**config.mk**
```make
export PLATFORM = sky130hd
export DESIGN_NAME = ccd_phase_gen
export DESIGN_NICKNAME = d
export VERILOG_FILES = /design/src/rtl/ccd_phase_gen.sv
export SDC_FILE = /design/constraint.sdc
export NUM_CORES = 1
export LEC_CHECK = 0
export BUFFER_PORTS_ARGS = -buffer_cell sky130_fd_sc_hd__buf_2
export CORE_UTILIZATION = 40
export CTS_CLUSTER_SIZE = 25
export DETAILED_ROUTE_END_ITERATION = 8
export PLACE_DENSITY = 0.58
export SLEW_MARGIN = 20
export SYNTH_ARGS = -nofsm -noshare
export SYNTH_HDL_FRONTEND = slang
export SYNTH_SLANG_ARGS = --single-unit
```
**constraint.sdc**
```tcl
create_clock -name clk -period 7.3 [get_ports clk]
set_input_delay 0 -clock clk [delete_from_list [all_inputs] [get_ports clk]]
set_output_delay 0 -clock clk [all_outputs]
set_load 0.02 [all_outputs]
```
**src/rtl/ccd_phase_gen.sv**
```systemverilog
// ccd_phase_gen: multi-phase CCD clock generator with a shared period, per-phase offsets
// and glitch-free start/stop gating from a level enable.
module ccd_phase_gen #(
  parameter int NPH   = 4,
  parameter int CNT_W = 16
) (
  input  logic                 clk,
  input  logic                 rst_n,
  input  logic                 enable,
  input  logic [CNT_W-1:0]     half_period,
  input  logic [NPH*CNT_W-1:0] phase_off,
  output logic [NPH-1:0]       ph,
  output logic                 sync,
  output logic                 busy,
  output logic                 cfg_err
);
  localparam logic [CNT_W:0] ONE = 1;
  typedef enum logic [1:0] {IDLE, RUN, STOP} state_t;
  state_t                      state_q;
  logic [CNT_W-1:0]            hp_q;
  logic [CNT_W:0]              cnt_q, cnt_d, per, per_in;
  logic [NPH-1:0][CNT_W-1:0]   off_q, off_d;
  logic [NPH-1:0][CNT_W:0]     pos;
  logic [NPH-1:0]              started_q, hit, run_ph, bad_off, ph_q;
  logic                        sync_q, err_q;
  always_comb begin
    per    = {hp_q, 1'b0};
    per_in = {half_period, 1'b0};
    cnt_d  = (cnt_q == per - ONE) ? '0 : cnt_q + ONE;
    for (int i = 0; i < NPH; i++) begin
      bad_off[i] = {1'b0, phase_off[i*CNT_W +: CNT_W]} >= per_in;
      off_d[i]   = bad_off[i] ? '0 : phase_off[i*CNT_W +: CNT_W];
      hit[i]     = cnt_q == {1'b0, off_q[i]};
      // (cnt - off) mod P; the wrapped sum is exact since the true result is below P
      pos[i]     = (cnt_q >= {1'b0, off_q[i]}) ? cnt_q - {1'b0, off_q[i]}
                                               : cnt_q + per - {1'b0, off_q[i]};
      run_ph[i]  = (started_q[i] | hit[i]) & (pos[i] < {1'b0, hp_q});
    end
  end
  always_ff @(posedge clk or negedge rst_n) begin
    if (!rst_n) begin
      state_q   <= IDLE;
      hp_q      <= '0;
      cnt_q     <= '0;
      off_q     <= '0;
      started_q <= '0;
      ph_q      <= '0;
      sync_q    <= 1'b0;
      err_q     <= 1'b0;
    end else begin
      case (state_q)
        IDLE: if (enable) begin
          if (half_period == '0) err_q <= 1'b1;
          else begin
            state_q   <= RUN;
            hp_q      <= half_period;
            cnt_q     <= '0;
            off_q     <= off_d;
            started_q <= '0;
            err_q     <= err_q | (|bad_off);
          end
        end
        default: begin
          cnt_q     <= cnt_d;
          started_q <= started_q | hit;
          // once stopping, a phase may only finish the high half it is already in
          ph_q      <= (state_q == RUN && enable) ? run_ph : run_ph & ph_q;
          sync_q    <= state_q == RUN && enable && cnt_q == '0;
          if (state_q == RUN && !enable) state_q <= STOP;
          else if (state_q != RUN && ph_q == '0) state_q <= IDLE;
        end
      endcase
    end
  end
  assign ph      = ph_q;
  assign sync    = sync_q;
  assign busy    = state_q != IDLE;
  assign cfg_err = err_q;
endmodule

```
* Word level (Yosys, flattened, before mapping)
Index checks and enable logic that the tools add are counted.
** Storage, ports and cells
- Register bits :: 109
- Bits of input ports :: 83
- Output and inout port bits :: 7
- Word-level logic and storage cells :: 93
** Operators by class
- Add/subtract/negate cells :: 11
- $lt $le $gt $ge :: 12
- Eq/ne operators :: 9
- Multiplexer cells :: 22
- Bitwise operators :: 12
- Reductions and logical operators :: 16
** Operators by type and width (count)
- 2-to-1 mux 17 bit :: 8
- subtractor 17 x 16 -> 17 bit :: 8
- equality test 17 x 16 -> 1 bit :: 4
- greater-or-equal comparator 16 x 17 -> 1 bit :: 4
- greater-or-equal comparator 17 x 16 -> 1 bit :: 4
- less-than comparator 17 x 16 -> 1 bit :: 4
- 2-to-1 mux 16 bit :: 4
- adder 17 x 1 -> 17 bit, second input constant :: 1
- adder 17 bit :: 1
- equality test 17 bit :: 1
- logical NOT 17 bit :: 1
- subtractor 17 x 1 -> 17 bit, second input constant :: 1
- logical NOT 16 bit :: 1
- 2-to-1 mux 4 bit :: 4
- 2-to-1 mux 2 bit :: 5
- AND reduction 3 bit :: 2
- bitwise OR 1 bit :: 5
- bitwise AND 1 bit :: 4
- bitwise AND 4 bit :: 1
- logical AND 1 bit :: 4
- logical NOT 4 bit :: 1
- != test 2 bit, second input constant :: 2
- bitwise OR 4 bit :: 1
- AND reduction 2 bit :: 2
- 9 further kinds :: 9

* Depth between registers and ports, before layout
- Depth in word-level cells :: 7
- Gate-level depth with buffers :: 26
- Gate-level depth less buffers :: 26

* Worst setup path after synthesis
No wires, ideal clock.
- Path kind :: reg2reg
- Start :: reg cnt_q[1]
- End :: reg ph_q[0] (netlist: ph[0])
- Setup time :: 116 ps
- Data arrival time :: 5126 ps
- Required time :: 7184 ps
- Path slack :: 2058 ps
- Stages on the path, launching flop included :: 25
- Path buffers :: 0
- Clock period less this slack :: 5242 ps
- Cell sequence :: dfrtp_1 > ha_1 > inv_1 > fa_1 > nor2b_1 > o21a_1 > o21ai_0 > a21oi_1 > o2111ai_1 > nand3b_1 > xnor2_1 > ha_1 > and3_1 > a221oi_1 > a21oi_1 > or4_1 > nand3_1 > ha_1 > inv_1 > o22ai_1 > a2111oi_0 > o211ai_1 > a2111oi_0 > a31oi_1 > o311ai_0
** On the way
- Cells in the longest elaborated chain, start to end :: 7
- Elaborated cells on any way between the ends :: 11
- Classes of those cells :: add/sub: 3; order compare: 2; eq/ne: 1; mux: 2; bitwise: 3
** Ends and longest elaborated chain
- from (decl) :: RTL line 21 : logic [CNT_W:0] cnt_q, cnt_d, per, per_in;
- from (signal assigned) :: RTL line 64 : cnt_q <= cnt_d;
- adder 17 bit :: RTL line 36 : : cnt_q + per - {1'b0, off_q[i]};
- subtractor 17 x 16 -> 17 bit :: RTL line 36
- 2-to-1 mux 17 bit :: RTL line 35 : pos[i] = (cnt_q >= {1'b0, off_q[i]}) ? cnt_q - {1'b0, off_q[i]}
- less-than comparator 17 x 16 -> 1 bit :: RTL line 37 : run_ph[i] = (started_q[i] | hit[i]) & (pos[i] < {1'b0, hp_q});
- bitwise AND 1 bit * :: RTL line 37
- bitwise AND 4 bit :: RTL line 67 : ph_q <= (state_q == RUN && enable) ? run_ph : run_ph & ph_q;
- 2-to-1 mux 4 bit * :: RTL line 67
- to (signal assigned) :: RTL line 67
- to (decl) :: RTL line 24 : logic [NPH-1:0] started_q, hit, run_ph, bad_off, ph_q;
Every way passes the cells marked *; elsewhere a longest branch is shown, timed or not.
A chain may end at the register's enable or synchronous reset.

* Worst setup path after layout
- Start :: reg cnt_q[2]
- End :: reg ph_q[0] (netlist: ph[0])
The elaborated chain is that of the path after synthesis.

==> impl_metrics.json <==
{
  "outcome": "complete, no violations",
  "cp_max_fo": 13,
  "grt_start_max_net_pins": 65,
  "async_flop_share_pct": 100,
  "cpMostUsedCell": "a21oi_1",
  "via_count": 14900,
  "vdd_drop_max_mv": 0.171,
  "antenna_found_initial": 3,
  "viasPerCell": 5.96,
  "root_buffer": "clkbuf_16",
  "synth_seq_cells": 109,
  "crit_path_start_kind": "register",
  "hold_ws_ps": 37.1,
  "port_buffers": 89,
  "fmax_mhz": 162,
  "core_um2": 36600,
  "clock_skew_ps": 14.7,
  "fin_setup_tns_ps": 0,
  "reg2reg_depth": 23,
  "yosysWarningCount": 0,
  "rows": 70,
  "post_cts_buffers": 0,
  "yosysUniqueCellTypes": 77,
  "first_pass_iters": 5,
  "drv_slew": 0,
  "ys_seq_area_share_pct": 18.3,
  "finalSetupViolations": 0,
  "insertion_delay_ps": 390,
  "gp_congestion": 0.968,
  "synth_nets": 2233,
  "p_comb_share_pct": 77.3,
  "final_common_cell": "ha_1",
  "cp_cell_sequence": "inv_1, fa_1, nor2b_1, o21a_1, o21ai_0, a21oi_1, o2111ai_1, a31oi_1, xor2_1, ha_1, and3_1, a32oi_1, nand2b_1, xnor2_1, a21oi_1, ha_1, a21oi_1, o22ai_1, a2111oi_0, o211ai_1, a2111oi_0, a31oi_1, o311ai_0",
  "die_y_um": 195,
  "hpwl_um": 45100,
  "fin_crit_ps": 6190,
  "cts_buffers": 9,
  "area_growth_pct": 13.9,
  "fin_util_pct": 46.3,
  "total_power_mw": 6.11,
  "drtIter0Drc": 1426,
  "power_density_nw_per_um2": 360,
  "drive_above_1_share_pct": 8.06,
  "drtAntennaViolNets": 0,
  "synthFlopType": "dfrtp_1",
  "synth_edf_count": 0,
  "switching_share_pct": 51.3,
  "tightest_slew_ps": 1110,
  "slew_headroom_pct": 25.7,
  "wl_per_cell_um": 23.0,
  "seqPwrFrac_pct": 13.5,
  "p_sw_mw": 3.13,
  "synthCells": 1879,
  "cp_slowest_stage_delay_ps": 710,
  "grt_pass1_vias": 14100,
  "hold_viol_final": 0,
  "mostFrequentLayoutCells": "ha_1, nand2_1, inv_1",
  "grt_overflow": 0,
  "start_util_pct": 40.7,
  "avgSynthCellArea_um2": 7.93,
  "cts_tree": "built",
  "dieArea_um2": 38000,
  "die_w_um": 195,
  "final_nets": 2383,
  "arrival_ps": 6480,
  "min_path_type": "in2reg",
  "max-clock-path-buffers": 2,
  "p_clk_share_pct": 9.2,
  "endpoint_kind": "register",
  "cts_sinks": 109,
  "drc_errors": 0,
  "io_pins": 90,
  "rrSetupSlack_ps": 1110,
  "htreeDepth": 3,
  "fin_crit_sh_pct": 84.8,
  "p_leak_nw": 8.22,
  "crit_slowest_cell": "dfrtp_1",
  "cp.required_ps": 7590,
  "drv_cap": 0,
  "internal_power_mw": 2.97,
  "synth_area_um2": 14900,
  "fillers": 3632,
  "drt-total-wl_um": 57500,
  "grt_usage_pct": 30.3,
  "grt_pass1_wl_um": 86700,
  "rsz0062_at_grt": "no",
  "path_clk_slew_ps": 90,
  "hold_path_depth": 3,
  "critical_path_class": "reg2reg"
}
area by class of cell:
| class | count | area (µm²) | area share (%) |
|---|---|---|---|
| Antenna cell | 4 | 10.0 | 0.0590 |
| Clock buffer | 11 | 243 | 1.43 |
| Clock inverter | 5 | 66.3 | 0.391 |
| Inverter | 154 | 578 | 3.41 |
| Multi-Input combinational cell | 1573 | 11400 | 67.5 |
| Sequential cell | 109 | 2730 | 16.1 |
| Tap cell | 468 | 586 | 3.45 |
| Timing Repair Buffer | 182 | 1310 | 7.72 |
cell usage after synthesis, types with 12 or more instances:
library cell    n  area share (%)
a211oi_1       17            0.86
a21o_1         69             3.5
a21oi_1       127             4.3
a31oi_1        21            0.88
and3_1         20            0.84
clkbuf_1       35            0.88
dfrtp_1       109              18
ha_1          262              22
inv_1         154             3.9
nand2_1       181             4.6
nand2b_1       18            0.76
nand3_1        60             2.0
nand4_1        18            0.76
nor2_1        106             2.7
nor2b_1        34             1.4
nor3_1         35             1.2
nor4_1         19            0.80
o211ai_1       16            0.81
o21a_1         38             1.9
o21ai_0       139             4.7
o21bai_1       16            0.81
o22ai_1        53             2.2
o31ai_1        12            0.60
xnor2_1        86             5.1
xor2_1         46             2.7
critical path, delay by kind of cell, from the launching register on:
family / cells / cell delay (ps)
buffers and inverters: 1 / 140
AND/OR/NAND/NOR: 3 / 400
XOR/XNOR: 2 / 800
adder cells (fa/ha/maj): 3 / 1220
AO/OA/AOI/OAI: 14 / 2850
flip-flops: 1 / 710
registers in the layout (all words and copies together) (netlist names):
register and flops:
state_q 2, cfg_err 1, cnt_q 17, started_q 4, ph 4, sync 1
hp_q 16, off_q 64
power groups by stage:
stage / clock (mW) / combinational (mW) / sequential, mW
after floorplan: 0 / 3.35 / 0.820
after global placement: 0 / 4.51 / 0.832
after detailed placement: 0 / 4.56 / 0.836
after CTS: 0.567 / 4.63 / 0.824
after global routing: 0.582 / 5.25 / 0.843
final: 0.562 / 4.72 / 0.825
cell families (layout without fill, tap and decap cells):
logic type / after synthesis / after routing / synth area share (%)
AOI/OAI and AO/OA: 595 / 595 / 25.8
xor gates and xnor gates: 132 / 132 / 7.76
adders and majority gates: 271 / 271 / 23.2
buffers and inverters: 197 / 352 / 5.10
DFF: 109 / 109 / 18.3
muxes: 16 / 16 / 1.13
other: 0 / 4 / 0
and+or+nand+nor: 559 / 559 / 18.7
per-layer routing:
metal | routed length (µm) | vias up | track usage (%) | part of all wire, %
met5 | 0 | - | 0 | 0
met4 | 1930 | 0 | 12.0 | 3.4
met3 | 3750 | 84 | 3.63 | 6.5
met2 | 24900 | 530 | 46.9 | 43
met1 | 27000 | 7135 | 42.9 | 47
li1 | - | 7190 | - | -
path summary, 6_finish.rpt:
check / start / end
max in group asynchronous: rst_n / off_q[34]
hold reg to reg: started_q[2] / started_q[2]
min in group asynchronous: rst_n / started_q[3]
hold / removal: phase_off[47] / off_q[47]
setup reg to reg: cnt_q[2] / ph[0]
setup / recovery: cnt_q[2] / ph[0]
repair_timing:
item,CTS,global route
endpoints found under the hold margin,115,0
gates resized for setup,0,0
hold buffers,65,0
per-stage QoR:
step	worst slack [ps]	instance area, µm²	instances
after floorplan	2060	14900	1879
after global placement	1460	16000	2421
after detailed placement	1290	16000	2421
after CTS	1220	16900	2502
after global routing	664	17000	2502
final	1110	17000	2506
Power figures use the tool's default switching activity.
